$ cat src/rtl/pipelinemul.sv
`default_nettype none
// ============================================================================
// Module   : pipelinemul
// Purpose  : Pipelined shift-add multiplier, product = quotient*divisor + remainder
// Revision : 1.0
// ============================================================================
module pipelinemul #(
    parameter int QUOTLEN    = 16,
    parameter int DIVISORLEN = 8
) (
    input  logic                          clock,
    input  logic                          reset,
    input  logic                          in_valid,
    input  logic                          stall,
    input  logic [QUOTLEN-1:0]            quotient,
    input  logic [DIVISORLEN-1:0]         divisor,
    input  logic [DIVISORLEN-1:0]         remainder,
    output logic                          out_valid,
    output logic [QUOTLEN+DIVISORLEN-1:0] product,
    output logic                          fits,
    output logic                          rem_ok
);

    localparam int PRODLEN = QUOTLEN + DIVISORLEN;

    logic [QUOTLEN-1:0]    r_valid;
    logic [QUOTLEN-1:0]    r_rem_ok;
    logic [PRODLEN-1:0]    r_acc  [QUOTLEN];
    logic [DIVISORLEN-1:0] r_div  [QUOTLEN];
    logic [QUOTLEN-1:0]    r_quot [QUOTLEN];
    logic [PRODLEN-1:0]    w_acc_next [QUOTLEN];

    // Stage s adds divisor<<s when quotient bit s is set; stage 0 seeds with the remainder.
    always_comb begin
        w_acc_next[0] = PRODLEN'(remainder) + (quotient[0] ? PRODLEN'(divisor) : '0);
        for (int s = 1; s < QUOTLEN; s++) begin
            w_acc_next[s] = r_acc[s-1]
                          + (r_quot[s-1][s] ? (PRODLEN'(r_div[s-1]) << s) : '0);
        end
    end

    always_ff @(posedge clock) begin
        if (reset) begin
            r_valid  <= '0;
            r_rem_ok <= '0;
            for (int s = 0; s < QUOTLEN; s++) begin
                r_acc[s]  <= '0;
                r_div[s]  <= '0;
                r_quot[s] <= '0;
            end
        end else if (!stall) begin
            r_valid  <= {r_valid[QUOTLEN-2:0], in_valid};
            r_rem_ok <= {r_rem_ok[QUOTLEN-2:0], (remainder < divisor)};
            r_acc[0]  <= w_acc_next[0];
            r_div[0]  <= divisor;
            r_quot[0] <= quotient;
            for (int s = 1; s < QUOTLEN; s++) begin
                r_acc[s]  <= w_acc_next[s];
                r_div[s]  <= r_div[s-1];
                r_quot[s] <= r_quot[s-1];
            end
        end
    end

    assign out_valid = r_valid[QUOTLEN-1];
    assign product   = r_acc[QUOTLEN-1];
    assign rem_ok    = r_rem_ok[QUOTLEN-1];
    assign fits      = ~|product[PRODLEN-1:QUOTLEN];

endmodule
`default_nettype wire
$ cat config.mk
export PLATFORM = sky130hd
export DESIGN_NAME = pipelinemul
export DESIGN_NICKNAME = d
export VERILOG_FILES = /design/src/rtl/pipelinemul.sv
export SDC_FILE = /design/constraint.sdc
export NUM_CORES = 1
export LEC_CHECK = 0
export ABC_CLOCK_PERIOD_IN_PS = 35200
export BUFFER_PORTS_ARGS = -buffer_cell sky130_fd_sc_hd__buf_4
export CORE_ASPECT_RATIO = 1.75
export CORE_UTILIZATION = 50
export CTS_CLUSTER_DIAMETER = 200
export DETAILED_ROUTE_END_ITERATION = 10
export PLACE_DENSITY = 0.66
export SLEW_MARGIN = 0
export SYNTH_ARGS = -nofsm -noshare
export SYNTH_HDL_FRONTEND = slang
export SYNTH_SLANG_ARGS = --single-unit
$ cat constraint.sdc
create_clock -name clock -period 35.2 [get_ports clock]
set_clock_uncertainty 0.15 [all_clocks]
set_input_delay 3.52 -clock clock [delete_from_list [all_inputs] [get_ports clock]]
set_output_delay 3.52 -clock clock [all_outputs]
set_load 0.02 [all_outputs]
Word-level counts from Yosys, hierarchy flattened. Memory sizes are Yosys's and may differ from the RTL's. Index checks and enable logic that the tools add are counted.

Bits in writable memories: 768. Flip-flop bits (word level): 32. Memories: 3. Output and inout bits: 27.

Add/subtract/negate cells: 16. Mux-type cells: 69. Order comparisons: 1. Reduce and logical (&&, ||, !) cells: 2. Bitwise gates (word level): 48.

Memory list: r_acc (depth 16, bits a word 24, read ports 16, clocked after Yosys merged registers in 0, wr ports 16, line 28) `logic [PRODLEN-1:0] r_acc [QUOTLEN];`; r_quot (depth 16, bits a word 16, read ports 15, clocked after Yosys merged registers in 0, wr ports 16, line 30) `logic [QUOTLEN-1:0] r_quot [QUOTLEN];`; r_div (depth 16, bits a word 8, read ports 15, clocked after Yosys merged registers in 0, wr ports 16, line 29) `logic [DIVISORLEN-1:0] r_div [QUOTLEN];`.

Operators with widths (number): $mux 24 (16); $mux 16 (17); $mux 8 (17); $or 1x1->1 (48); $add 24x10->24 (1); $add 24x11->24 (1); $add 24x12->24 (1); $add 24x13->24 (1); $add 24x14->24 (1); $add 24x15->24 (1); $add 24x16->24 (1); $add 24x17->24 (1); $add 24x18->24 (1); $add 24x19->24 (1); $add 24x20->24 (1); $add 24x21->24 (1); $add 24x22->24 (1); $add 24x23->24 (1); $add 24x9->24 (1); $mux 23 (1); $mux 22 (1); $mux 21 (1); $mux 20 (1); $mux 19 (1); 14 further kinds (18).

Logic depth before layout (Yosys ltp).
Word-level depth: 4. Gate-level depth with buffers: 9. Mapped depth without buffers: 9.

Worst setup path before layout. OpenSTA, ideal clock, no wires.

Kind: input port to flip-flop. From: input port reset. To: register r_rem_ok[0]. Slack: 17.757 ns. Stages on the path: 4. Arrival time: 16.633 ns. Library setup time: 0.661 ns. Cell sequence: buf_2 -> buf_2 -> nand2b_1 -> o32ai_2.

RTL lines: from (decl) (line 12) `input logic reset,`; to (signal assigned) (line 53) `r_rem_ok <= {r_rem_ok[QUOTLEN-2:0], (remainder < divisor)};`; to (decl) (line 27) `logic [QUOTLEN-1:0] r_rem_ok;`.

==> impl_metrics.ini <==
[drt]
ant_nets = 0
drc_errors = 0
num_vias = 14000
drt-initial-drc-count = 811
drtPass1Iterations = 5
wl_per_cell_um = 15.3
viasPerCell = 5.20
drt-total-wl_um = 41000

[logic_synthesis]
synth_warnings = 0
ys_ff_latch = 536
yosysSeqAreaShare_pct = 62.3
synth.distinct_cells = 49
syn_nets = 2143
synthFlopType = edfxtp_1
postSynthCellCount = 1956
synth_enable_flop_cells = 504
async_flop_share_pct = 0
synth_area_um2 = 25300
avgSynthCellArea_um2 = 12.9

[worst_setup_path]
crit_required_ns = 35.22
cp_max_fo = 127
crit_start = reset
r2r-end = r_acc[1][91]$_SDFFCE_PP0P_
cp_common_cell = buf_4
reg2reg_slack_ns = 32.42
crit_slowest_cell = nand2b_4
cp_data_arrival_time_ns = 7.06
regToRegStartpoint = r_quot[0][171]$_SDFFCE_PP0P_
cp-endpoint = r_div[7][1]$_SDFFCE_PN0P_
crit_family = buffers and inverters
r2r_cells = 8
path_cells = buf_6 > nand2b_4 > buf_4 > buf_4
cp-end-kind = flip-flop
max_stage_delay_ns = 0.94
critPathBufInv = 3
crit_type = primary input to flip-flop
start_kind = primary input
critical_path_depth = 4

[grt]
grt_max_degree = 216
grt.overflow.total = 0
track_usage_pct = 16.3
grt_pass1_wl_um = 66600
grt_pass1_vias = 14400
antenna_found_initial = 0

[place]
gp_congestion = 0.751
hpwl_um = 26100
io_buffers = 62

[timing]
hold_viol = 0
timing.fmax_mhz = 142
slew_violations = 0
finalSetupViolCount = 0
setup_tns_ns = 0
timing.final.crit_period_ns = 7.04
tightest_slew_ns = 1.15
fin_crit_sh_pct = 20.0
rsz0062_at_grt = no
slew_headroom_pct = 23.1

[clock_network]
cts_made_buffers = 49
ctsResizeCount = 0
cts.htree.levels = 2
hold_buffers = 0
cts_tree = built
cts_buffer_depth = 3
clkLatencyLatePin_ns = 0.56
cts_setup_buffers = 0
clock_tree.root_cell = clkbuf_16
clk_pin_slew_ns = 0.06
clock-sinks = 536

[power]
powerDensity_nw_per_um2 = 50.7
max-vdd-ir-drop_v = 0.0000332
p_leak_uw = 0.0111

[cells_and_area]
synthToLayoutAreaGrowth_pct = 9.94
most-common-layout-cells = 504 x edfxtp_1, 351 x and2_1, 156 x nor2_1
drive_gt1_share_pct = 7.95
fin_util_pct = 55.9
diodes = 0
final_nets = 2175
final_common_cell = edfxtp_1

[status]
status = completed

[die]
core_area_um2 = 49700
die_w_um = 172
rows = 108
io_pins = 63
initial_core_util_pct = 50.9
die_h_um = 300
die-area_um2 = 51500

[min_path]
hp-class = flip-flop to flip-flop

[run]
drv_cap = 0
==> metal layers <==
metal / track usage (%) / up-vias / wire [um]
li1: - / 6927 / -
met1: 14.6 / 6751 / 14100
met2: 34.1 / 196 / 24300
met3: 2.14 / 93 / 1070
met4: 7.00 / 0 / 1530
met5: 0 / - / 0
==> worst min path at each step <==
stage | startpoint | end | cells after the start
finish | r_rem_ok[4]$_SDFFE_PP0N_ | r_rem_ok[5]$_SDFFE_PP0N_ | 2
detailed placement | r_rem_ok[8]$_SDFFE_PP0N_ | r_rem_ok[9]$_SDFFE_PP0N_ | 2
global placement | r_rem_ok[7]$_SDFFE_PP0N_ | r_rem_ok[8]$_SDFFE_PP0N_ | 2
floorplan | r_rem_ok[0]$_SDFFE_PP0N_ | r_rem_ok[0]$_SDFFE_PP0N_ | 2
CTS | r_rem_ok[4]$_SDFFE_PP0N_ | r_rem_ok[5]$_SDFFE_PP0N_ | 2
global route | r_acc[0][173]$_SDFFCE_PN0P_ | r_acc[1][5]$_SDFFCE_PN0P_ | 1
==> metrics by stage <==
step | cell area, um2 | power (uW) | hold slack [ns] | std cells | worst slack [ns]
after floorplan | 25300 | 867 | 0.296 | 1956 | 17.76
after global placement | 26200 | 874 | 0.320 | 2597 | 27.67
after detailed placement | 26200 | 882 | 0.335 | 2597 | 27.58
after CTS | 27800 | 1430 | 0.352 | 2684 | 28.17
after global routing | 27800 | 1470 | 0.359 | 2684 | 27.86
final | 27800 | 1410 | 0.343 | 2684 | 28.16
==> cells by family after synthesis <==
kind of cell               synth area share [%]
muxes                                      1.23
DFF                                        62.3
adders and majority gates                  7.94
buffers and inverters                      3.00
and+or+nand+nor                            17.5
xor gates and xnor gates                   1.77
AOI/OAI and AO/OA                          6.25
==> Yosys cell counts, drive strengths merged (3+ instances only) <==
cell	instances	area, um2
edfxtp	504	15100
and2	351	2200
nor2	157	589
nor2b	152	973
ha	135	1690
o21ai	70	350
inv	67	251
a21oi	65	333
buf	60	399
nand2	40	150
dfxtp	32	641
mux2i	31	310
xor2	31	272
clkbuf	29	109
nand3	26	130
o21a	23	173
xnor2	20	175
a211oi	16	120
fa	16	320
nand2b	15	93.8
o21bai	14	105
nor3	12	60.1
o211ai	12	90.1
o31ai	11	123
o22ai	10	62.6
o31a	10	87.6
or3	10	62.6
nor3b	9	67.6
a21o	5	37.5
a211o	3	26.3
nor4b	3	26.3
o41ai	3	26.3
or3b	3	26.3
==> where the power goes <==
| group | internal [uW] | total [uW] | switching [uW] |
|---|---|---|---|
| logic | 43.6 | 105 | 61.7 |
| registers | 745 | 761 | 15.3 |
| clock network | 318 | 545 | 227 |
==> state kept, by name, summed over array words and instances, names as in the netlist <==
register,flops
r_acc,264
r_rem_ok,16
r_quot,120
r_div,120
r_valid,16
==> worst register-to-register path, delay by kind of cell, from the launching register on <==
kind	cells	cell delay [ns]
simple gates	1	0.23
flops	1	0.54
fa+ha+maj	2	0.65
compound gates	5	0.93
==> layout make-up <==
class | count | area (um2)
sequential | 536 | 15800
tap | 660 | 826
clock buffer | 56 | 1270
multi-input combinational | 1264 | 8780
inverter | 67 | 251
timing repair buffer | 70 | 542
fill | 4074 | 21900
clock inverter | 31 | 368
Note: power is estimated with default switching activity, not from simulation.
